$ cat src/rtl/bp_fe_bp_pkg.sv
// Shared types for the branch-predictor update queue: the queued prediction
// entry and the default pointer width.
`ifndef BP_PRED_ENTRY_S
`define BP_PRED_ENTRY_S(name, idx_w) \
  typedef struct packed { \
    logic [(idx_w)-1:0] idx; \
    logic               pred; \
  } name;
`endif

package bp_fe_bp_pkg;

  localparam int bht_idx_width_lp = 9;
  localparam int queue_els_lp     = 8;
  localparam int ptr_width        = $clog2(queue_els_lp);

  `BP_PRED_ENTRY_S(bp_pred_entry_s, bht_idx_width_lp)

endpackage

$ cat src/rtl/bp_fe_bp_pred_fifo.sv
// Circular buffer of in-flight predictions. Flush empties the buffer after
// any same-cycle pop has read the head.
module bp_fe_bp_pred_fifo #(
  parameter int width_p = 10,
  parameter int els_p   = 8
) (
  input  logic                     clk_i,
  input  logic                     reset_i,
  input  logic                     push_i,
  input  logic [width_p-1:0]       data_i,
  input  logic                     pop_i,
  input  logic                     flush_i,
  output logic [width_p-1:0]       data_o,
  output logic [$clog2(els_p):0]   count_o,
  output logic                     full_o,
  output logic                     empty_o
);

  localparam int ptr_w = $clog2(els_p);

  logic [width_p-1:0] r_mem [els_p];
  logic [ptr_w-1:0]   r_wptr;
  logic [ptr_w-1:0]   r_rptr;
  logic [ptr_w:0]     r_count;

  always_ff @(posedge clk_i) begin
    if (push_i) r_mem[r_wptr] <= data_i;
  end

  always_ff @(posedge clk_i) begin
    if (reset_i || flush_i) begin
      r_wptr  <= '0;
      r_rptr  <= '0;
      r_count <= '0;
    end else begin
      if (push_i) r_wptr <= r_wptr + 1'b1;
      if (pop_i)  r_rptr <= r_rptr + 1'b1;
      case ({push_i, pop_i})
        2'b10:   r_count <= r_count + 1'b1;
        2'b01:   r_count <= r_count - 1'b1;
        default: r_count <= r_count;
      endcase
    end
  end

  assign data_o  = r_mem[r_rptr];
  assign count_o = r_count;
  assign full_o  = (r_count == (ptr_w+1)'(els_p));
  assign empty_o = (r_count == '0);

endmodule

$ cat src/rtl/bp_fe_bp_update_queue.sv
// Front-end companion to the local branch predictor: issues reads on fetch,
// queues {idx, pred}, and writes back correctness on in-order resolution.
module bp_fe_bp_update_queue
  import bp_fe_bp_pkg::*;
#(
  parameter int bht_idx_width_p = 9,
  parameter int queue_els_p     = 8,
  parameter int ctr_width_p     = 32
) (
  input  logic                         clk_i,
  input  logic                         reset_i,
  input  logic                         fetch_v_i,
  input  logic [bht_idx_width_p-1:0]   fetch_idx_i,
  output logic                         fetch_ready_o,
  output logic                         pred_taken_o,
  output logic                         r_v_o,
  output logic [bht_idx_width_p-1:0]   idx_r_o,
  input  logic                         predict_i,
  input  logic                         resolve_v_i,
  input  logic                         resolve_taken_i,
  input  logic                         flush_i,
  output logic                         w_v_o,
  output logic [bht_idx_width_p-1:0]   idx_w_o,
  output logic                         correct_o,
  output logic [$clog2(queue_els_p):0] count_o,
  output logic [ctr_width_p-1:0]       n_updates_o,
  output logic [ctr_width_p-1:0]       n_mispred_o,
  output logic                         underflow_o
);

  `BP_PRED_ENTRY_S(entry_t, bht_idx_width_p)

  entry_t w_fetch_entry;
  entry_t w_head;
  logic   w_accept;
  logic   w_push;
  logic   w_pop;
  logic   w_full;
  logic   w_empty;

  // Fetch handshake: a fetch transfers when fetch_v_i & fetch_ready_o; the
  // predictor read fires on that transfer even in a flush cycle, but only
  // non-flush transfers are queued.
  assign w_accept      = fetch_v_i & fetch_ready_o;
  assign w_push        = w_accept & ~flush_i;
  assign w_pop         = resolve_v_i & ~w_empty;
  assign fetch_ready_o = ~w_full;
  assign r_v_o         = w_accept;
  assign idx_r_o       = fetch_idx_i;
  assign pred_taken_o  = w_accept & predict_i;

  assign w_fetch_entry = '{idx: fetch_idx_i, pred: predict_i};

  bp_fe_bp_pred_fifo #(
    .width_p ($bits(entry_t)),
    .els_p   (queue_els_p)
  ) u_fifo (
    .clk_i   (clk_i),
    .reset_i (reset_i),
    .push_i  (w_push),
    .data_i  (w_fetch_entry),
    .pop_i   (w_pop),
    .flush_i (flush_i),
    .data_o  (w_head),
    .count_o (count_o),
    .full_o  (w_full),
    .empty_o (w_empty)
  );

  // Update stage: idx/correct hold their last values between pops.
  always_ff @(posedge clk_i) begin
    if (reset_i) begin
      w_v_o       <= 1'b0;
      idx_w_o     <= '0;
      correct_o   <= 1'b0;
      underflow_o <= 1'b0;
    end else begin
      w_v_o <= w_pop;
      if (w_pop) begin
        idx_w_o   <= w_head.idx;
        correct_o <= (w_head.pred == resolve_taken_i);
      end
      if (resolve_v_i && w_empty) underflow_o <= 1'b1;
    end
  end

  // Statistics track the update already on the write port.
  always_ff @(posedge clk_i) begin
    if (reset_i) begin
      n_updates_o <= '0;
      n_mispred_o <= '0;
    end else if (w_v_o) begin
      if (n_updates_o != '1) n_updates_o <= n_updates_o + 1'b1;
      if (!correct_o && (n_mispred_o != '1)) n_mispred_o <= n_mispred_o + 1'b1;
    end
  end

endmodule

$ cat config.mk
export PLATFORM = sky130hd
export DESIGN_NAME = bp_fe_bp_update_queue
export DESIGN_NICKNAME = d
export VERILOG_FILES = /design/src/rtl/bp_fe_bp_pkg.sv /design/src/rtl/bp_fe_bp_pred_fifo.sv /design/src/rtl/bp_fe_bp_update_queue.sv
export SDC_FILE = /design/constraint.sdc
export NUM_CORES = 1
export LEC_CHECK = 0
export BUFFER_PORTS_ARGS = -buffer_cell sky130_fd_sc_hd__buf_2
export CAP_MARGIN = 10
export CORE_MARGIN = 2
export CORE_UTILIZATION = 40
export DETAILED_ROUTE_END_ITERATION = 8
export GPL_TIMING_DRIVEN = 0
export SETUP_SLACK_MARGIN = 0.4
export SYNTH_ARGS = -nofsm -noshare
export SYNTH_HDL_FRONTEND = slang
export SYNTH_SLANG_ARGS = --single-unit
$ cat constraint.sdc
create_clock -name clk_i -period 6.6 [get_ports clk_i]
set_input_delay 0.99 -clock clk_i [delete_from_list [all_inputs] [get_ports clk_i]]
set_output_delay 0.99 -clock clk_i [all_outputs]
set_load 0.03 [all_outputs]
==> Word level (Yosys, flattened, before mapping) <==
Memory sizes are Yosys's and may differ from the RTL's. A register that Yosys moved wholly into a read port is not among the register bits.
Index checks and enable logic that the tools add are counted.
{ "word_totals": {"reg_bits": 86, "ramBits": 80, "inputBits": 16, "out_inout_bits": 92, "wordCells": 42, "n_memories": 1} }
{ "classes": {"n_addsub": 6, "n_eq_ne": 6, "mux": 5, "bitwise_logic": 7, "n_reduce_logical": 8} }
{ "mem_list": {"columns": ["memory", "depth", "word_bits", "rd", "rd_ports_with_merged_regs", "wr", "line_no", "source"], "rows": [
  ["u_fifo.r_mem", 8, 10, 1, 1, 1, "bp_fe_bp_pred_fifo.sv:21", "logic [width_p-1:0] r_mem [els_p];"]
]} }
{ "op_table": {"columns": ["cell", "count"], "rows": [
  ["adder 32 x 1 -> 32 bit (second input constant)", 2],
  ["inequality test 32 bit (second input constant)", 2],
  ["case mux 4 bit (2 select lines)", 1],
  ["adder 3 x 1 -> 3 bit (second input constant)", 2],
  ["two-way mux 3 bit", 2],
  ["adder 4 x 1 -> 4 bit (second input constant)", 1],
  ["AND 1 bit", 4],
  ["equality test 4 bit (second input constant)", 1],
  ["zero test 4 bit", 1],
  ["AND reduction 2 bit", 2],
  ["subtractor 4 x 1 -> 4 bit (second input constant)", 1],
  ["inverter 1 bit", 3],
  ["equality test 2 x 1 -> 1 bit (second input constant)", 1],
  ["equality test 2 bit (second input constant)", 1],
  ["logical AND 1 bit", 2],
  ["two-way mux 1 bit", 2],
  ["nonzero test 2 bit", 1],
  ["equality test 1 bit", 1],
  ["zero test 1 bit", 1],
  ["logical OR 1 bit", 1]
]} }

==> Longest topological paths before layout <==
Gate-level depths: netlist (run 1).
{ "logic_depth": {"word_depth": 6, "depth_mapped": 12, "ltp_nobuf": 10} }

==> Cells and area by module <==
From an unflattened synthesis (run 1), not the netlist that was laid out.
{ "hier_totals": {"cells_unflattened": 645, "area_unflattened_um2": 7526.0} }
{ "modules_own_cells": {"columns": ["module", "instances", "cells_each", "area_each_um2", "seq_area_each_um2"], "rows": [
  ["bp_fe_bp_update_queue", 1, 457, 3809.9, 1521.5],
  ["bp_fe_bp_pred_fifo", 1, 188, 3716.1, 2662.6]
]} }

==> Worst setup path before layout (run 1) <==
OpenSTA, ideal clock, no wires.
{ "synth_path": {"kind": "input port to flip-flop", "from": "input resolve_v_i", "to": "register u_fifo.r_count[2] (netlist: u_fifo.count_o[2])", "setup_time_ns": 0.071, "t_arrival_ns": 2.856, "required_time_ns": 6.529, "slack_ns": 3.673, "cell_stages": 10, "path_buffers": 2, "cell_sequence": "nor2b_1 -> clkbuf_1 -> clkbuf_1 -> ha_1 -> xor2_1 -> ha_1 -> a21oi_1 -> xor2_1 -> or3_1 -> a21oi_1"} }
{ "synth_via": {"elab_chain_len": 3, "word_cells_on_any_way": 5, "classes_between": "eq/ne: 2; mux: 1; bitwise: 1; reduce/logical: 1"} }
{ "synth_rtl": {"columns": ["item", "line_no", "source"], "rows": [
  ["start, declared", "bp_fe_bp_update_queue.sv:19", "input logic resolve_v_i,"],
  ["AND 1 bit *", "bp_fe_bp_update_queue.sv:46", "assign w_pop = resolve_v_i & ~w_empty;"],
  ["net u_fifo.pop_i", "bp_fe_bp_pred_fifo.sv:11", "input logic pop_i,"],
  ["equality test 2 x 1 -> 1 bit / equality test 2 bit (equally long branches)", "bp_fe_bp_pred_fifo.sv:38", "case ({push_i, pop_i})"],
  ["case mux 4 bit (2 select lines) / nonzero test 2 bit (equally long branches)", null, null],
  ["end signal, assigned", "bp_fe_bp_pred_fifo.sv:39", "2'b10: r_count <= r_count + 1'b1;"],
  ["end signal, assigned", "bp_fe_bp_pred_fifo.sv:40", "2'b01: r_count <= r_count - 1'b1;"],
  ["end signal, assigned", "bp_fe_bp_pred_fifo.sv:41", "default: r_count <= r_count;"],
  ["end, declared", "bp_fe_bp_pred_fifo.sv:24", "logic [ptr_w:0] r_count;"]
]} }
The timed path passes the listed nets; every way through them passes the cells marked *.
A chain may end at the register's enable or synchronous reset.

==> Worst setup path in the final report (run 1) <==
{ "layout_path": {"from": "register u_fifo.r_count[1] (netlist: u_fifo.count_o[1])", "to": "register u_fifo.r_count[2] (netlist: u_fifo.count_o[2])"} }
{ "layout_via": {"word_cells_on_any_way": 13, "classes_between": "add/sub: 2; eq/ne: 3; mux: 1; bitwise: 5; reduce/logical: 2"} }
{ "layout_lines": {"columns": ["item", "line_no", "source"], "rows": [
  ["zero test 4 bit *", "bp_fe_bp_pred_fifo.sv:49", "assign empty_o = (r_count == '0);"],
  ["inverter 1 bit *", "bp_fe_bp_update_queue.sv:46", null],
  ["AND 1 bit *", "bp_fe_bp_update_queue.sv:46", null],
  ["net u_fifo.pop_i", "bp_fe_bp_pred_fifo.sv:11", null],
  ["equality test 2 x 1 -> 1 bit / equality test 2 bit (equally long branches)", "bp_fe_bp_pred_fifo.sv:38", null],
  ["case mux 4 bit (2 select lines) / nonzero test 2 bit (equally long branches)", null, null]
]} }
Marked as above.

==> reports/metrics.yaml, run 1 <==
vias: 5531
drtIter0Drc: 386
syn-instance-count: 642
synth-async-reset-ratio_pct: 0
cts_setup_buffers: 0
dp_hpwl_um: 12500
required_ns: 6.95
dieArea_um2: 19800
tightest_slew_ns: 1.14
slowest_delay_ns: 0.48
synth_area_per_cell_um2: 11.7
maxSlewViolCount: 0
syn2layout_area_growth_pct: 18.8
grt_pass1_vias: 5333
worstPathCellList: "clkbuf_1, nor4_1, nor2b_1, clkbuf_1, clkbuf_1, ha_1, xor2_1, ha_1, a21oi_1, xor2_1, or3_1, a21oi_1"
ir_drop_v: 0.000182
grt_pass1_wl_um: 27700
mostFrequentLayoutCells: "buf_2 (114), dfxtp_1 (89), edfxtp_1 (80)"
grt-ovfl-total: 0
cp-start-kind: "flop"
wire_per_inst_um: 17.4
cts_tree: "done"
synth-edff-count: 80
ys_warn_count: 0
setup_violations: 0
clkLatencyLatePin_ns: 0.43
dr.pass1.iters: 5
drc: 0
cpMostUsedCell: "clkbuf_1"
cp_top_family: "buffers and inverters"
crit_type: "reg -> reg"
max-cap-violations: 0
endpoint_kind: "flop"
antenna_cells: 0
synth_seq_cells: 169
h-tree-depth: 4
start_util_pct: 40.4
vias_per_cell: 5.45
wl_um: 17700
rows: 50
drive_gt1_share_pct: 25.6
ant_nets: 0
grt_max_degree: 17
hold_viol: 0
antenna_found_initial: 0
rsz0062_at_grt: "no"
final_common_cell: "buf_2"
chipHeight_um: 141
final_util_pct: 48.0
clk_pin_slew_ns: 0.06
cts_num_sinks: 169
nNetsFinal: 791
relSlewSlack_pct: 23.9
n_fill_cell: 1694
cp.arrival_ns: 3.44
finalCriticalPeriod_ns: 3.09
synth_nets: 665
dieWidth_um: 141
grtUsageTotal_pct: 17.9
root_buffer: "clkbuf_16"
timing.fmax_mhz: 324
critPathMaxFanout: 11
cts_resized: 0
crit_slowest_cell: "clkbuf_1"
p_per_area_nw_per_um2: 243
finalClockSkew_ns: 0.00717
status: "finished clean"
finalSetupTns_ns: 0
place_congestion: 0.852
port_buffers: 106
synth_cell_types: 51
hold_class: "reg -> reg"
cts_max_path_buffers: 2
core_um2: 18500
ctsHoldBuffers: 0
p_leak_nw: 3.16
crit_buf_inv: 3
syn-cell-area_um2: 7490
numCtsBuffers: 17
synth_flop_cell: "dfxtp_1"
synth.yosys.seq_area_share_pct: 55.9
ioPinCount: 108
post-route-period-util_pct: 46.8
[power by group]
| part | total, W | switching, W | internal, W |
|---|---|---|---|
| clock network | 0.000957 | 0.000422 | 0.000535 |
| logic | 0.0000938 | 0.0000629 | 0.0000309 |
| registers | 0.00111 | 0.00000539 | 0.00111 |
[worst paths after layout]
kind                                        start                end  slack, ns  depth (start not counted)
worst max-delay path            u_fifo.count_o[1]  u_fifo.count_o[2]       3.51                         12
worst min-delay path                  underflow_o        underflow_o       0.47                          2
worst max register to register  u_fifo.count_o[1]  u_fifo.count_o[2]       3.51                         12
worst min register to register        underflow_o        underflow_o       0.47                          2
[cell type report]
class                      count  area, um2  share of cell area (%)
clock buffer                  20        447                    5.02
inverter                      13       48.8                   0.549
multi-input combinational    420       3070                    34.5
buffer                        40        201                    2.26
sequential                   169       4180                    47.0
clock inverter                12        118                    1.32
timing repair buffer         107        538                    6.05
tap                          234        293                    3.29
[synth_stat cells (9+ instances only)]
cell	count	area (um2)
nand2_1	32	120
nor2_1	76	285
nor2b_1	13	81.3
nor4_1	12	75.1
inv_1	13	48.8
a211oi_1	24	180
edfxtp_1	80	2400
nor3_1	12	60.1
xnor2_1	28	245
o21ai_0	9	45.0
or3_1	13	81.3
clkbuf_1	18	67.6
mux2_1	9	101
a21oi_1	28	140
buf_4	9	67.6
mux2i_1	13	130
dfxtp_1	89	1780
mux4_2	20	450
nand3_1	22	110
xor2_1	12	105
nand4_1	20	125
[tightest hold or removal path, cell delays in order (launching register included)]
cell and delay (ns):
dfxtp_1 0.33, a21oi_1 0.04, nor2_1 0.07
[stage by stage]
stage	setup slack, ns	cells	hold WS (ns)	cell area (um2)	power (W)
2_1_floorplan	3.67	642	0.457	7490	0.00119
4_1_cts	3.50	1015	0.475	8890	0.00218
6_report	3.51	1015	0.470	8890	0.00216
3_3_place_gp	3.13	982	0.453	8310	0.00123
3_5_place_dp	3.12	983	0.458	8330	0.00123
5_1_grt	3.18	1015	0.531	8890	0.00222
[per-layer routing]
metal  up-vias  part of all wire (%)  GRT usage, %  routed length (um)
li1       2634                     -             -                   -
met1      2703                    42          21.4                7430
met2       176                    52          32.6                9270
met3        18                   4.2          3.36                 737
met4         0                   1.3          5.68                 225
met5         -                     0             0                   0
[cell families after synthesis]
family | count (synthesis) | synth area share, %
AOI/OAI and AO/OA | 80 | 6.98
xor gates and xnor gates | 40 | 4.68
adders and majority gates | 7 | 1.17
buffers and inverters | 53 | 3.34
DFF | 169 | 55.9
muxes | 43 | 9.25
and+or+nand+nor | 250 | 18.7
[state kept, by name (all words and copies together) (netlist names), 3 cells and up, named ones only]
name            count
n_mispred_o        32
u_fifo.r_mem       80
n_updates_o        32
u_fifo.r_rptr       3
idx_w_o             9
u_fifo.count_o      4
u_fifo.r_wptr       3
No activity file was read; power rests on OpenSTA's default activity.
==> inputs of run 2 (changes only) <==
==> constraint.sdc (replaced) <==
create_clock -name clk_i -period 3.1 [get_ports clk_i]
set_input_delay 0.465 -clock clk_i [delete_from_list [all_inputs] [get_ports clk_i]]
set_output_delay 0.465 -clock clk_i [all_outputs]
set_load 0.03 [all_outputs]
==> run 2 against run 1 <==
Net effect: die area unchanged; first-iteration DRC count is 5.4% higher; global-route usage rose by 0.44 points; clock-buffer cell count rose by 2; hold slack lost 0.17 ns; via count decreased by 0.52%; clock power grew 110%; register-to-register slack got worse by 2.9 ns; combinational power grew 120%; wire length grew 0.94%; cell area rose by 0.42%; largest cell class unchanged; largest power group unchanged.
==> reports/metrics.yaml, run 2 (synthesis results as in run 1) <==
vias: 5502  # -0.52%
syn2layout_area_growth_pct: 19.3
tightest_slew_ns: 1.13  # -0.00577 ns
busiest_layer: "met2"
maxSlewViolCount: 0  # unchanged
ant_nets: 0  # unchanged
drtIter0Drc: 407  # +5.4%
drc: 0  # unchanged
cts_tree: "done"
final_util_pct: 48.2  # +0.20 points
root_buffer: "clkbuf_16"
largest_register_ffs: 80  # unchanged
status: "finished clean"
core_um2: 18500  # unchanged
chipHeight_um: 141  # unchanged
h-tree-depth: 4  # unchanged
relSlewSlack_pct: 24.3  # +0.39 points
top_register: "u_fifo.r_mem"
crit_type: "reg -> reg"
post-route-period-util_pct: 81.3  # +34 points
start_util_pct: 40.4  # unchanged
finalClockSkew_ns: 0.00957  # +0.00240 ns
endpoint_kind: "flop"
cp.arrival_ns: 2.88  # -0.56 ns
mostFrequentLayoutCells: "buf_2 (114), dfxtp_1 (88), edfxtp_1 (80)"
ir_drop_v: 0.000405  # +120%
crit_slowest_cell: "dfxtp_1"
antenna_cells: 0  # unchanged
dp_hpwl_um: 12400  # -0.93%
clkLatencyLatePin_ns: 0.43  # about the same
grt_pass1_vias: 5350  # +0.32%
fin_hold_ws_ns: 0.295  # -0.175 ns
numCtsBuffers: 17  # unchanged
setup_violations: 0  # unchanged
timing.fmax_mhz: 397  # +23%
cts_max_path_buffers: 2  # unchanged
grtUsageTotal_pct: 18.3  # +0.44 points
worstPathCellList: "clkbuf_2, nor4_4, nor2b_1, clkbuf_2, buf_4, ha_2, xor2_1, ha_1, a21oi_2, xor2_1, or3_1, a21oi_1"
wl_um: 17800  # +0.94%
multi_input_area_um2: 3090  # +0.86%
dieArea_um2: 19800  # unchanged
n_fill_cell: 1664  # -1.8%
antenna_found_initial: 0  # unchanged
vias_per_cell: 5.41  # -0.72%
ctsHoldBuffers: 0  # unchanged
grt_pass1_wl_um: 28400  # +2.3%
finalCriticalPeriod_ns: 2.52  # -0.569 ns
port_buffers: 106  # unchanged
grt_max_degree: 17  # unchanged
rows: 50  # unchanged
finalSetupTns_ns: 0  # unchanged
hold_class: "in -> reg"
reg_top3: "u_fifo.r_mem x80, n_mispred_o x32, n_updates_o x32"
place_congestion: 0.842  # -1.2%
clk_pin_slew_ns: 0.06  # about the same
grt_use_met3_pct: 4.25  # +0.88 points
nNetsFinal: 793  # +0.25%
crit_buf_inv: 3  # unchanged
max-cap-violations: 0  # unchanged
p_leak_nw: 3.20  # +1.0%
dieWidth_um: 141  # unchanged
dp_cells: 984  # +0.10%
use_met1_pct: 22.0  # +0.54 points
dr.pass1.iters: 6  # +1
rsz0062_at_grt: "no"
drive_gt1_share_pct: 26.6  # +0.96 points
dpl_cell_area_um2: 8340  # +0.11%
cts_num_sinks: 169  # unchanged
slowest_delay_ns: 0.32  # -0.16 ns
instances_no_fill: 1017  # +0.20%
stdcell_area_um2: 8930  # +0.42%
critPathMaxFanout: 11  # unchanged
ioPinCount: 108  # unchanged
cp_top_family: "buffers and inverters"
regArea_um2: 4190  # about the same
hold_viol: 0  # unchanged
grt_util_met2_pct: 33.0  # +0.46 points
p_per_area_nw_per_um2: 513  # +110%
grt-ovfl-total: 0  # unchanged
final_common_cell: "buf_2"
cp-start-kind: "flop"
wire_per_inst_um: 17.5  # +0.74%
required_ns: 3.46  # -3.49 ns
==> run 2: repair_timing <==
action | CTS | global route
hold endpoints to repair | 0 | 0
resized for setup | 4 | 7
pin swaps | 1 | 1
buffers inserted | 0 | 1
endpoints found under the setup margin | 51 | 61
==> run 2: metal layers <==
metal | wire, um | part of all wire, %
met5 | 0 | 0
met4 | 238 | 1.3
met3 | 993 | 5.6
met2 | 9110 | 51
met1 | 7490 | 42
==> run 2: per-stage QoR <==
stage	total power, W	setup slack (ns)
finish	0.00458	0.579
global route	0.00473	0.415
floorplan	0.00254	0.430
detailed placement	0.00262	0.161
CTS	0.00462	0.406
global placement	0.00261	0.0213
==> run 2: final cells by class <==
class                   instances  share of cell area (%)
plain buffers                  40                    2.33
clock buffers                  22                    5.10
clock inverters                10                    1.09
inverters                      13                   0.546
multi-input cells             420                    34.6
flip-flops and latches        169                    46.9
well taps                     234                    3.28
repair buffers                109                    6.19
==> run 2: final timing paths <==
path                      from           endpoint  slack (ns)  cells after the start
min reg2reg        underflow_o        underflow_o        0.48                      2
min                resolve_v_i        underflow_o        0.29                      3
max reg2reg  u_fifo.count_o[1]  u_fifo.count_o[2]        0.58                     12
max          u_fifo.count_o[1]  u_fifo.count_o[2]        0.58                     12
==> run 2: worst min-delay path: stages <==
cell	delay [ns]
buf_2	0.09
a21oi_1	0.05
nor2_1	0.08
==> run 2: where the power goes <==
| group | total (W) | internal, W | switching [W] |
|---|---|---|---|
| Clock | 0.00201 | 0.00113 | 0.000873 |
| Combinational | 0.000205 | 0.0000695 | 0.000136 |
| Sequential | 0.00237 | 0.00235 | 0.0000120 |
| Total | 0.00458 | 0.00356 | 0.00102 |
==> inputs of run 3 (changes only) <==
--- a/config.mk
+++ b/config.mk
@@ -5,6 +5,7 @@
 export SDC_FILE = /design/constraint.sdc
 export NUM_CORES = 1
 export LEC_CHECK = 0
+export ABC_AREA = 1
 export BUFFER_PORTS_ARGS = -buffer_cell sky130_fd_sc_hd__buf_2
 export CAP_MARGIN = 10
 export CORE_MARGIN = 2
==> constraint.sdc (replaced) <==
create_clock -name clk_i -period 2.15 [get_ports clk_i]
set_input_delay 0.3225 -clock clk_i [delete_from_list [all_inputs] [get_ports clk_i]]
set_output_delay 0.3225 -clock clk_i [all_outputs]
set_load 0.03 [all_outputs]
==> run 3 against run 2 <==
Net effect: synthesized cell count grew 56%; wire length grew 22%; power grew 54%; largest power group unchanged; cell area grew 19%; largest cell class unchanged; critical endpoint is now u_fifo.count_o[3]; final cell count grew 44%; first-iteration DRC count grew 10%; synthesized area grew 9.5%; clock skew grew 0.0022 ns; global-route usage grew 1.5 points; via count grew 30%.
==> reports/metrics.yaml, run 3 <==
grt_util_met2_pct: 33.7  # +0.65 points
vias_per_cell: 4.90  # -9.5%
p_leak_nw: 4.05  # +27%
wl_um: 21700  # +22%
grt_max_degree: 17  # unchanged
ff2ff_setup_slack_ns: 0.27  # -0.31 ns
place_congestion: 0.841  # about the same
setup_violations: 0  # unchanged
r2r_start: "u_fifo.count_o[1]"
syn2layout_area_growth_pct: 29.2
cpMostUsedCell: "inv_4"
grtUsageTotal_pct: 19.9  # +1.5 points
synth.most_common_cell: "nand2_1"
vias: 7152  # +30%
critPathMaxFanout: 4  # -7
grt_pass1_vias: 6613  # +24%
wire_per_inst_um: 14.9  # -15%
tightest_slew_ns: 0.952  # -0.179 ns
grt_use_met3_pct: 3.57  # -0.67 points
start_util_pct: 40.7  # +0.21 points
endpoint_kind: "flop"
regArea_um2: 4250  # +1.4%
r2r_end: "u_fifo.count_o[3]"
grt_pass1_wl_um: 33800  # +19%
mostFrequentLayoutCells: "nand2_1 (266), nor2_1 (176), buf_2 (109)"
cts_tree: "done"
fin_hold_ws_ns: 0.159  # -0.136 ns
nNetsFinal: 1200  # +51%
antenna_found_initial: 1  # +1
synth_nets: 1025  # +54%
worstPathCellList: "inv_4, nand2_4, nor2_4, nand2_1, nand2_2, inv_4, buf_8, buf_4, ha_4, nor3_2, nand3_2, a21oi_1, nor2_1"
clkLatencyLatePin_ns: 0.44  # about the same
ys_warn_count: 0  # unchanged
yosysTopAreaCell: "edfxtp_1"
synth_seq_cells: 169  # unchanged
slowest_delay_ns: 0.35  # +0.03 ns
max-cap-violations: 0  # unchanged
crit_type: "reg -> reg"
hold_depth: 3  # unchanged
synth.yosys.seq_area_share_pct: 51.0  # -4.8 points
min-delay-start: "resolve_v_i"
port_buffers: 107  # +0.94%
clk_pin_slew_ns: 0.07  # about the same
synth_flop_cell: "dfxtp_1"
dieWidth_um: 147  # +4.5%
p_total_w: 0.00704  # +54%
cts_max_path_buffers: 2  # unchanged
n_fill_cell: 1923  # +16%
dieArea_um2: 21700  # +9.2%
worstRegToRegCells: 13  # +1
maxSlewViolCount: 0  # unchanged
cp.arrival_ns: 2.21  # -0.67 ns
synth_area_leaders: "edfxtp_1 (29%), dfxtp_1 (22%), nand2_1 (12%), nor2_1 (8.8%), o21ai_0 (3.1%)"
core_um2: 20200  # +8.9%
hold_viol: 0  # unchanged
dp_hpwl_um: 15000  # +21%
timing.fmax_mhz: 533  # +34%
status: "finished clean"
dr.pass1.iters: 5  # -1
syn-cell-area_um2: 8200  # +9.5%
drive_gt1_share_pct: 29.3  # +2.8 points
busiest_layer: "met2"
ctsHoldBuffers: 0  # unchanged
finalClockSkew_ns: 0.0118  # +0.00223 ns
relSlewSlack_pct: 36.6  # +12 points
hold_class: "in -> reg"
crit_slowest_cell: "dfxtp_4"
holdPathEnd: "underflow_o"
reg_top3: "u_fifo.r_mem x80, n_mispred_o x32, n_updates_o x32"
p_per_area_nw_per_um2: 665  # +30%
rsz0062_at_grt: "yes"
synth_top_area_share_pct: 29.3  # -2.8 points
chipHeight_um: 147  # +4.5%
grt-ovfl-total: 0  # unchanged
required_ns: 2.48  # -0.98 ns
h-tree-depth: 4  # unchanged
dpl_cell_area_um2: 9200  # +10%
finalSetupTns_ns: 0  # unchanged
ioPinCount: 108  # unchanged
synth_commonest_cells: "nand2_1 (273), nor2_1 (192), dfxtp_1 (89), edfxtp_1 (80), o21ai_0 (51)"
synth-async-reset-ratio_pct: 0  # unchanged
stdcell_area_um2: 10600  # +19%
drc: 0  # unchanged
synth_cell_types: 37  # -27%
use_met1_pct: 25.6  # +3.6 points
drtIter0Drc: 449  # +10%
ir_drop_v: 0.000549  # +36%
syn-instance-count: 1002  # +56%
synth-edff-count: 80  # unchanged
numCtsBuffers: 17  # unchanged
rows: 52  # +4.0%
cts_num_sinks: 169  # unchanged
top_register: "u_fifo.r_mem"
ant_nets: 0  # unchanged
finalCriticalPeriod_ns: 1.88  # -0.645 ns
cp-start-kind: "flop"
root_buffer: "clkbuf_16"
multi_input_area_um2: 3860  # +25%
post-route-period-util_pct: 87.3  # +5.9 points
final_common_cell: "nand2_1"
largest_register_ffs: 80  # unchanged
synth_area_per_cell_um2: 8.18  # -30%
## run 3: through the flow
step | worst slack (ns) | utilization (%) | instances
after global placement | 0.117 | 45.6 | 1379
final | 0.274 | 52.5 | 1461
after floorplan | 0.234 | - | 1002
after CTS | 0.286 | 49.7 | 1430
after global routing | 0.113 | 52.5 | 1461
after detailed placement | 0.101 | 45.6 | 1379
## run 3: repair_timing
action                                  in CTS  in global routing
pin swaps                                   11                 26
hold endpoints to repair                     0                  0
resized for setup                           17                 80
endpoints found under the setup margin     125                144
setup buffers                               19                 26
gates cloned                                 0                  4
## run 3: worst max path at each step
stage | startpoint | cells after the start | to
global placement | u_fifo.count_o[1] | 13 | u_fifo.count_o[2]
global route | u_fifo.count_o[0] | 13 | u_fifo.count_o[2]
floorplan | u_fifo.count_o[1] | 13 | u_fifo.count_o[2]
finish | u_fifo.count_o[1] | 13 | u_fifo.count_o[3]
detailed placement | u_fifo.count_o[1] | 13 | u_fifo.count_o[2]
CTS | u_fifo.count_o[1] | 13 | u_fifo.count_o[2]
## run 3: cells by family (layout without fill, tap and decap cells)
group                      Yosys count  in the layout  share of synthesized area, %
xor gates and xnor gates            24             24                          2.56
AOI/OAI and AO/OA                  138            138                          9.89
and+or+nand+nor                    572            573                          30.0
buffers and inverters               92            279                          5.43
DFF                                169            169                          51.0
other                                0              1                             0
adders and majority gates            7              7                          1.07
## run 3: routing by layer
| layer | part of all wire, % | wire length [um] |
|---|---|---|
| met5 | 0 | 0 |
| met4 | 2.0 | 437 |
| met3 | 4.3 | 942 |
| met2 | 49 | 10700 |
| met1 | 45 | 9690 |
## run 3: worst max-delay path, delay by kind of cell (launching register included)
family / cells / cell delay [ns]
AO/OA/AOI/OAI: 1 / 0.17
adder cells (fa/ha/maj): 1 / 0.25
AND/OR/NAND/NOR: 7 / 0.65
buffers and inverters: 4 / 0.34
flip-flops: 1 / 0.35
## run 3: where the power goes
group | internal, W | switching, W | leakage (nW)
logic | 0.000258 | 0.000426 | 2.32
clock network | 0.00160 | 0.00132 | 0.274
registers | 0.00340 | 0.0000329 | 1.46
## run 3: final cells by class
| class | instances | share of cell area [%] |
|---|---|---|
| well taps | 270 | 3.19 |
| multi-input cells | 742 | 36.5 |
| clock inverters | 11 | 0.791 |
| flip-flops and latches | 169 | 40.1 |
| repair buffers | 155 | 10.2 |
| diodes | 1 | 0.0236 |
| plain buffers | 40 | 2.76 |
| inverters | 52 | 1.97 |
| clock buffers | 21 | 4.49 |
